===== src/rtl/xor_cipher_pkg.sv =====
// Shared types and default sizes for the XOR stream cipher controller.
// Imported by the controller top and its serializer.
package xor_cipher_pkg;

  localparam int M_DEF   = 32;
  localparam int W_DEF   = 8;
  localparam int LAT_DEF = 1;

  typedef enum logic [2:0] {
    IDLE  = 3'd0,
    CFG   = 3'd1,
    SHIFT = 3'd2,
    DRAIN = 3'd3,
    DONE  = 3'd4
  } state_t;

  typedef enum logic {
    LANE_TX = 1'b0,
    LANE_RX = 1'b1
  } lane_t;

endpackage


===== src/rtl/xor_cipher_ser.sv =====
// Shared word serializer/deserializer: drives a word out LSB first and
// rebuilds the returning bit stream into a word, also LSB first.
module xor_cipher_ser
  import xor_cipher_pkg::*;
#(
  parameter int W = W_DEF
) (
  input  logic         clk,
  input  logic         i_load,
  input  logic [W-1:0] i_word,
  input  logic         i_shift,
  output logic         o_bit,
  input  logic         i_sample,
  input  logic         i_bit,
  output logic [W-1:0] o_word_next
);

  logic [W-1:0] r_sreg;
  logic [W-1:0] r_acc;

  // r_sreg holds only the bits not yet driven; bit 0 is launched directly at load.
  always_ff @(posedge clk) begin
    if (i_load) begin
      r_sreg <= i_word >> 1;
    end else if (i_shift) begin
      r_sreg <= r_sreg >> 1;
    end
    if (i_sample) begin
      r_acc <= o_word_next;
    end
  end

  assign o_bit       = r_sreg[0];
  assign o_word_next = {i_bit, r_acc[W-1:1]};

endmodule


===== src/rtl/xor_cipher_ctrl.sv =====
// Key loader, round-robin lane arbiter and bit-serial sequencer that
// time-shares one dual-lane XOR stream cipher between TX and RX byte requests.
module xor_cipher_ctrl
  import xor_cipher_pkg::*;
#(
  parameter int M   = M_DEF,
  parameter int W   = W_DEF,
  parameter int LAT = LAT_DEF
) (
  input  logic         clk,
  input  logic         rst,
  input  logic         key_valid,
  input  logic [M-1:0] key_data,
  output logic         key_ready,
  output logic [M-1:0] key_echo,
  output logic         key_loaded,
  input  logic         tx_valid,
  output logic         tx_ready,
  input  logic [W-1:0] tx_data,
  input  logic         rx_valid,
  output logic         rx_ready,
  input  logic [W-1:0] rx_data,
  output logic         tx_out_valid,
  output logic [W-1:0] tx_out_data,
  output logic         rx_out_valid,
  output logic [W-1:0] rx_out_data,
  output logic         cfg_en,
  output logic         cfg_i,
  input  logic         cfg_o,
  output logic         tx_en,
  output logic         tx_p,
  input  logic         tx_e,
  output logic         rx_en,
  output logic         rx_e,
  input  logic         rx_p
);

  localparam int CNT_W = $clog2(M + W + LAT + 1);

  state_t           r_state;
  lane_t            r_lane;
  lane_t            r_rr;
  logic [CNT_W-1:0] r_cnt;
  logic [M-1:0]     r_key;
  logic [M-1:0]     r_key_echo;
  logic             r_key_loaded;
  logic             r_cfg_en, r_cfg_i;
  logic             r_tx_en, r_tx_p, r_rx_en, r_rx_e;
  logic             r_tx_out_valid, r_rx_out_valid;
  logic [W-1:0]     r_tx_out_data, r_rx_out_data;
  logic [LAT-1:0]   r_en_d;

  logic         w_idle, w_data_ok, w_grant_tx, w_grant_rx, w_load;
  logic         w_ser_bit, w_lane_bit;
  logic [W-1:0] w_sel_data, w_word_next;

  assign w_idle     = (r_state == IDLE);
  assign w_data_ok  = w_idle & r_key_loaded & ~key_valid;
  assign w_grant_tx = tx_valid & (~rx_valid | (r_rr == LANE_TX));
  assign w_grant_rx = rx_valid & ~w_grant_tx;
  assign w_load     = w_data_ok & (w_grant_tx | w_grant_rx);
  assign w_sel_data = w_grant_tx ? tx_data : rx_data;
  assign w_lane_bit = (r_lane == LANE_TX) ? tx_e : rx_p;

  assign key_ready    = w_idle;
  assign tx_ready     = w_data_ok & w_grant_tx;
  assign rx_ready     = w_data_ok & w_grant_rx;
  assign key_echo     = r_key_echo;
  assign key_loaded   = r_key_loaded;
  assign cfg_en       = r_cfg_en;
  assign cfg_i        = r_cfg_i;
  assign tx_en        = r_tx_en;
  assign tx_p         = r_tx_p;
  assign rx_en        = r_rx_en;
  assign rx_e         = r_rx_e;
  assign tx_out_valid = r_tx_out_valid;
  assign tx_out_data  = r_tx_out_data;
  assign rx_out_valid = r_rx_out_valid;
  assign rx_out_data  = r_rx_out_data;

  xor_cipher_ser #(.W(W)) u_ser (
    .clk         (clk),
    .i_load      (w_load),
    .i_word      (w_sel_data),
    .i_shift     (r_state == SHIFT),
    .o_bit       (w_ser_bit),
    .i_sample    (r_en_d[LAT-1]),
    .i_bit       (w_lane_bit),
    .o_word_next (w_word_next)
  );

  always_ff @(posedge clk) begin
    if (rst) begin
      r_state        <= IDLE;
      r_lane         <= LANE_TX;
      r_rr           <= LANE_TX;
      r_cnt          <= '0;
      r_key          <= '0;
      r_key_echo     <= '0;
      r_key_loaded   <= 1'b0;
      r_cfg_en       <= 1'b0;
      r_cfg_i        <= 1'b0;
      r_tx_en        <= 1'b0;
      r_tx_p         <= 1'b0;
      r_rx_en        <= 1'b0;
      r_rx_e         <= 1'b0;
      r_tx_out_valid <= 1'b0;
      r_rx_out_valid <= 1'b0;
      r_tx_out_data  <= '0;
      r_rx_out_data  <= '0;
      r_en_d         <= '0;
    end else begin
      // Enable delayed by the cipher latency marks the cycles whose output bit is live.
      r_en_d[0] <= r_tx_en | r_rx_en;
      for (int i = 1; i < LAT; i++) begin
        r_en_d[i] <= r_en_d[i-1];
      end
      r_tx_out_valid <= 1'b0;
      r_rx_out_valid <= 1'b0;

      case (r_state)
        IDLE: begin
          if (key_valid) begin
            r_key    <= key_data << 1;
            r_cfg_en <= 1'b1;
            r_cfg_i  <= key_data[M-1];
            r_cnt    <= '0;
            r_state  <= CFG;
          end else if (w_load) begin
            r_lane  <= w_grant_tx ? LANE_TX : LANE_RX;
            r_rr    <= w_grant_tx ? LANE_RX : LANE_TX;
            r_tx_en <= w_grant_tx;
            r_tx_p  <= w_grant_tx & tx_data[0];
            r_rx_en <= w_grant_rx;
            r_rx_e  <= w_grant_rx & rx_data[0];
            r_cnt   <= '0;
            r_state <= SHIFT;
          end
        end
        CFG: begin
          r_key_echo <= {r_key_echo[M-2:0], cfg_o};
          if (r_cnt == CNT_W'(M - 1)) begin
            r_cfg_en     <= 1'b0;
            r_cfg_i      <= 1'b0;
            r_key_loaded <= 1'b1;
            r_cnt        <= '0;
            r_state      <= IDLE;
          end else begin
            r_cfg_i <= r_key[M-1];
            r_key   <= r_key << 1;
            r_cnt   <= r_cnt + 1'b1;
          end
        end
        SHIFT: begin
          if (r_cnt == CNT_W'(W - 1)) begin
            r_tx_en <= 1'b0;
            r_tx_p  <= 1'b0;
            r_rx_en <= 1'b0;
            r_rx_e  <= 1'b0;
            r_cnt   <= '0;
            r_state <= DRAIN;
          end else begin
            r_cnt <= r_cnt + 1'b1;
            if (r_lane == LANE_TX) begin
              r_tx_p <= w_ser_bit;
            end else begin
              r_rx_e <= w_ser_bit;
            end
          end
        end
        DRAIN: begin
          // The last output bit is captured on this same edge, so publish the next-value word.
          if (r_cnt == CNT_W'(LAT - 1)) begin
            r_cnt <= '0;
            if (r_lane == LANE_TX) begin
              r_tx_out_valid <= 1'b1;
              r_tx_out_data  <= w_word_next;
            end else begin
              r_rx_out_valid <= 1'b1;
              r_rx_out_data  <= w_word_next;
            end
            r_state <= DONE;
          end else begin
            r_cnt <= r_cnt + 1'b1;
          end
        end
        DONE: begin
          r_state <= IDLE;
        end
        default: begin
          r_state <= IDLE;
        end
      endcase
    end
  end

endmodule


===== config.mk =====
export PLATFORM = sky130hd
export DESIGN_NAME = xor_cipher_ctrl
export DESIGN_NICKNAME = d
export VERILOG_FILES = /design/src/rtl/xor_cipher_pkg.sv /design/src/rtl/xor_cipher_ser.sv /design/src/rtl/xor_cipher_ctrl.sv
export SDC_FILE = /design/constraint.sdc
export NUM_CORES = 1
export LEC_CHECK = 0
export CAP_MARGIN = 20
export CORE_MARGIN = 2
export CORE_UTILIZATION = 53
export DETAILED_ROUTE_END_ITERATION = 10
export GPL_TIMING_DRIVEN = 0
export PLACE_DENSITY = 0.89
export SYNTH_ARGS = -nofsm -noshare
export SYNTH_HDL_FRONTEND = slang
export SYNTH_HIERARCHICAL = 1
export SYNTH_SLANG_ARGS = --single-unit

===== constraint.sdc =====
create_clock -name clk -period 3.8 [get_ports clk]
set_input_delay 0.57 -clock clk [delete_from_list [all_inputs] [get_ports clk]]
set_output_delay 0.57 -clock clk [all_outputs]
set_load 0.02 [all_outputs]

==> results of run 1 <==
## where the power goes
| group | total [mW] | switching, mW | internal, mW |
|---|---|---|---|
| Sequential | 1.28 | 0.0257 | 1.26 |
| Combinational | 0.281 | 0.157 | 0.123 |
| Clock | 1.59 | 0.585 | 1.00 |
| Total | 3.15 | 0.768 | 2.38 |
## per-layer routing
metal  part of all wire  wire, um  global-route usage  vias to the layer above
met5                  0         0                   0                        -
met4              0.020       274               0.101                        0
met3              0.072       972              0.0710                       34
met2               0.49      6570               0.458                      221
met1               0.42      5660               0.340                     2239
li1                   -         -                   -                     2236
## worst max path at each step
| stage | start | to | cells past startpoint |
|---|---|---|---|
| after global placement | rx_valid | tx_ready | 7 |
| after floorplan | r_state[2]$_SDFFE_PP0P_ | u_ser/r_sreg[0]$_DFFE_PP_ | 5 |
| after global routing | rx_valid | tx_ready | 7 |
| after detailed placement | rx_valid | tx_ready | 7 |
| final | rx_valid | tx_ready | 7 |
| after CTS | rx_valid | tx_ready | 7 |
## state kept, by name, summed over array words and instances, names as in the netlist, 3 cells and up
signal	flops
tx_out_data	8
r_state	3
u_ser/r_acc	7
rx_out_data	8
r_cnt	6
key_echo	32
u_ser/r_sreg	7
r_key	31
## placed cells by master, fill, tap and decap left out, types with 8 or more instances in the layout
cell type	n
sky130_fd_sc_hd__nand2_1	160
sky130_fd_sc_hd__clkdlybuf4s50_1	114
sky130_fd_sc_hd__dfxtp_1	100
sky130_fd_sc_hd__a21oi_1	45
sky130_fd_sc_hd__nor3_1	36
sky130_fd_sc_hd__a311oi_1	34
sky130_fd_sc_hd__nor2_1	27
sky130_fd_sc_hd__clkbuf_1	22
sky130_fd_sc_hd__mux2i_1	16
sky130_fd_sc_hd__clkbuf_16	16
sky130_fd_sc_hd__edfxtp_1	14
sky130_fd_sc_hd__buf_2	12
sky130_fd_sc_hd__inv_1	10
sky130_fd_sc_hd__nand3_1	8
sky130_fd_sc_hd__buf_1	8
## cell type report
class	count	area, um^2	share of cell area
sequential	114	2420	0.361
multi-input combinational	394	2170	0.324
timing repair buffer	114	1140	0.170
clock buffer	17	414	0.0617
buffer	45	203	0.0302
clock inverter	15	183	0.0272
tap	108	135	0.0201
inverter	10	37.5	0.00559
## critical path, cell delays in order
cell	delay [ps]
sky130_fd_sc_hd__clkdlybuf4s50_1	500
sky130_fd_sc_hd__nand2_1	130
sky130_fd_sc_hd__and2_1	120
sky130_fd_sc_hd__clkbuf_1	310
sky130_fd_sc_hd__nand2_1	170
sky130_fd_sc_hd__inv_1	90
sky130_fd_sc_hd__clkdlybuf4s50_1	600
==> reports/summary.txt, run 1 <==
Achievable clock frequency - 326 MHz
Total Routed Length - 13500 um
Yosys synthesis warning count - 6
Depth of the CTS H-tree - 4
Final Wtd Congestion - 0.979
Mean post-synth cell area - 8.59 um^2
Number of global-route vias before repair - 4667
Pins Over Slew Limit - 0
Sum Neg Setup Slack - 0 ps
Post-CTS sizing - 0
Hold Buf Count CTS - 0
Overall global routing resource usage - 0.273
Hold violation total from the final report - 0
Net Count, Synth - 621
Ratio of cells with drive above 1 in the final layout - 0.0874
WL/cell - 16.5 um
Reported max-cap violation count - 0
N_diodes - 0
Worst reg2reg startpoint - r_state[2]$_SDFFE_PP0P_
I/O pin total - 116
DRC errors left - 0
Port-buffer cells - 114
Clock sink count - 114
Clock latency at the later pin of the worst-skew pair - 510 ps
Maximum root-to-sink buffer count - 2
Chip width - 99.5 um
R2R setup slack - 1600 ps
Critical setup path kind - primary input to output pin
Number of setup violations in the final report - 0
Total power density per cell area - 470 nW/um^2
Worst Path Required - 3230 ps
Antenna viol nets, final - 0
Placed Cells - 785
Initial Utilization - 0.549
CTS tree - built
Beginning of the worst hold path - key_echo[28]$_SDFFE_PP0P_
Global-route wire length before repair - 21900 um
Worst path arrival time - 2500 ps
Run status - finished, final reports clean
Final cycle utilization of the critical path - 0.807
Number of clock buffers inserted by TritonCTS - 17
Worst slew margin relative to its limit - 0.494
Root buffer cell - sky130_fd_sc_hd__clkbuf_8
Area of the core - 8810 um^2
Nature of the critical path endpoint - output pin
Pre-CTS setup slack - 784 ps
Final nets - 754
Smallest setup slack after layout - 733 ps
Layout Utilization - 0.762
Total power - 3.15 mW
Number of non-filler instances in the completed layout - 817
Post-Synthesis Cells - 563
Initial DRT Pass Iterations - 6
Time the worst path needs with I/O delays and setup - 3070 ps
Dpl hpwl - 8800 um
Setup repair after global routing missed its margin - false
Transition time at the pin with the least slew margin - 753 ps
Skew final - 8.65 ps
Critical Path Source Type - primary input
Chip height - 99.5 um
Largest driver fanout on the critical path - 9
Cell area after placement - 6110 um^2
Fillers - 614
R2R cell count - 5
Die Area - 9910 um^2
Floorplan row count - 34
Drt first-iter violations - 421
Final-layout worst hold slack - 472 ps
Via total after detailed routing - 4730
Terminating pin of the worst hold path - key_echo[29]$_SDFFE_PP0P_
Initial antenna violation count - 0
Clock slew at reported path FFs - 60 ps
End of the worst register-to-register path - u_ser/r_sreg[4]$_DFFE_PP_
Static Leak - 2.39 nW
Post-route cell area - 6710 um^2
Worst min path class - register to register
Peak VDD IR - 316 uV
Area of the mapped netlist - 4840 um^2
Vias per inst - 5.79
# Post-CTS Setup Buffers - 0
Worst hold path stage count - 2
Grt ovf - 0
Layout overhead on the synthesized area - 38.7%
Maximum number of pins on one net before global-route repair - 17
Power figures use the tool's default switching activity.
==> inputs of run 2 (changes only) <==
CORE_UTILIZATION = 45   (was 53)
PLACE_DENSITY = 0.81   (was 0.89)
clock period = 2.6 ns   (was 3.8 ns; I/O delays follow)
==> run 2 against run 1 <==
Sequential power increased by 46%. Final area rose by 0.56%. Register-to-register slack got worse by 1200 ps. Worst hold slack worse by 69 ps. Sequential share of layout area is 0.20 points lower. Die area up 17%. Cell count increased by 3.3%. Via count is 3.4% lower. Setup slack lost 560 ps. Global-route usage decreased by 5.2 points. Power up 47%. Highest routed layer unchanged.
==> reports/summary.txt, run 2 (same netlist as run 1, synthesis figures left out) <==
Hold violation total from the final report - 0
Achievable clock frequency - 412 MHz
# Post-CTS Setup Buffers - 0
Total power - 4.62 mW
Skew final - 9.88 ps
Leading cell type in the layout, fill and taps excluded - sky130_fd_sc_hd__nand2_1
Initial Utilization - 0.466
Top library cells by usage in the layout, fill and taps aside - sky130_fd_sc_hd__nand2_1 (160), sky130_fd_sc_hd__clkdlybuf4s50_1 (112), sky130_fd_sc_hd__dfxtp_1 (100)
Final cycle utilization of the critical path - 0.933
Depth of the CTS H-tree - 4
Total Routed Length - 12700 um
Area of the core - 10400 um^2
Chip width - 108 um
Layout overhead on the synthesized area - 39.5%
Nature of the critical path endpoint - output pin
CTS tree - built
Run status - finished, final reports clean
Total power density per cell area - 685 nW/um^2
Static Leak - 2.40 nW
Worst stage delay on the critical path - 450 ps
Antenna viol nets, final - 0
Maximum root-to-sink buffer count - 2
Drt first-iter violations - 246
Hold Buf Count CTS - 0
Number of global-route vias before repair - 4361
Overall global routing resource usage - 0.221
Reported max-cap violation count - 0
Worst Path Required - 2210 ps
Worst min path class - primary input to register
Startpoint of the worst setup timing path - r_state[2]$_SDFFE_PP0P_
Dpl hpwl - 8800 um
Clock sink count - 114
Beginning of the worst hold path - rst
Worst reg2reg startpoint - r_state[2]$_SDFFE_PP0P_
Post-CTS sizing - 2
Smallest setup slack after layout - 174 ps
I/O pin total - 116
Peak VDD IR - 572 uV
Initial antenna violation count - 0
Worst path slowest cell - sky130_fd_sc_hd__or3_1
Final nets - 753
Initial DRT Pass Iterations - 8
Fillers - 865
Root buffer cell - sky130_fd_sc_hd__clkbuf_8
Sum Neg Setup Slack - 0 ps
Global-route wire length before repair - 20500 um
Largest register FFs - 32
Transition time at the pin with the least slew margin - 769 ps
Via total after detailed routing - 4568
Number of clock buffers inserted by TritonCTS - 17
Layout Utilization - 0.651
Seq. cell area - 2420 um^2
Area occupied by multi-input gates - 2170 um^2
Ratio of cells with drive above 1 in the final layout - 0.0833
Grt ovf - 0
Die Area - 11600 um^2
Critical setup path kind - register to output pin
Pins Over Slew Limit - 0
Chip height - 108 um
Clock slew at reported path FFs - 50 ps
Number of setup violations in the final report - 0
Port-buffer cells - 114
Vias per inst - 5.41
Floorplan row count - 37
N_diodes - 0
Worst path arrival time - 2040 ps
Critical Path, Cell by Cell - or3_1 > nor2_1 > nand3_1 > inv_1 > dlygate4sd2_1
Time the worst path needs with I/O delays and setup - 2430 ps
Largest driver fanout on the critical path - 5
Setup repair after global routing missed its margin - false
DRC errors left - 0
WL/cell - 15.0 um
Worst slew margin relative to its limit - 0.484
Maximum number of pins on one net before global-route repair - 17
Pre-CTS setup slack - -83.6 ps
Clock latency at the later pin of the worst-skew pair - 490 ps
Final Wtd Congestion - 0.919
Critical Path Source Type - register
==> run 2: changes by cell type in the layout (fill, tap and decap cells not counted), sizes merged <==
cell           previous run  this run
inv                      13        11
bufinv                    3         4
clkinvlp                  4         2
dlygate4sd2               0         2
clkdlybuf4s50           114       112
clkinv                    5         7
==> run 2: critical path, delay by kind of cell (launching register included) <==
family,cells,cell delay (ps)
simple gates,3,790
buf+inv,2,430
flops,1,330
==> run 2: cell type report <==
type | count | share of cell area
inverter | 10 | 0.00556
clock buffer | 18 | 0.0619
multi-input combinational | 394 | 0.322
tap | 136 | 0.0252
clock inverter | 14 | 0.0278
timing repair buffer | 114 | 0.169
buffer | 44 | 0.0295
sequential | 114 | 0.359
==> run 2: stage by stage <==
| step | hold WS, ps | instance area, um^2 | cells |
|---|---|---|---|
| 6_report | 402 | 6750 | 844 |
| 5_1_grt | 379 | 6750 | 844 |
| 4_1_cts | 388 | 6750 | 844 |
| 3_5_place_dp | 448 | 6150 | 813 |
| 3_3_place_gp | 445 | 6150 | 813 |
| 2_1_floorplan | 437 | 4840 | 563 |
==> run 2: routing by layer <==
metal	part of all wire	vias to the layer above	wire, um	track usage
met5	0	-	0	0
met4	0.017	0	210	0.0797
met3	0.057	16	717	0.0581
met2	0.49	153	6260	0.374
met1	0.43	2166	5480	0.272
li1	-	2233	-	-
==> run 2: final timing paths <==
path,endpoint,slack [ps],cells after the start
max,rx_ready,170,5
min reg2reg,r_rr$_SDFFE_PP0P_,450,2
min,r_key[15]$_SDFFE_PP0P_,400,2
max reg2reg,u_ser/r_sreg[1]$_DFFE_PP_,440,5
==> run 2: power by group <==
group | switching (mW) | internal [mW] | total, mW
Sequential | 0.0346 | 1.84 | 1.87
Clock | 0.794 | 1.55 | 2.35
Combinational | 0.225 | 0.180 | 0.404
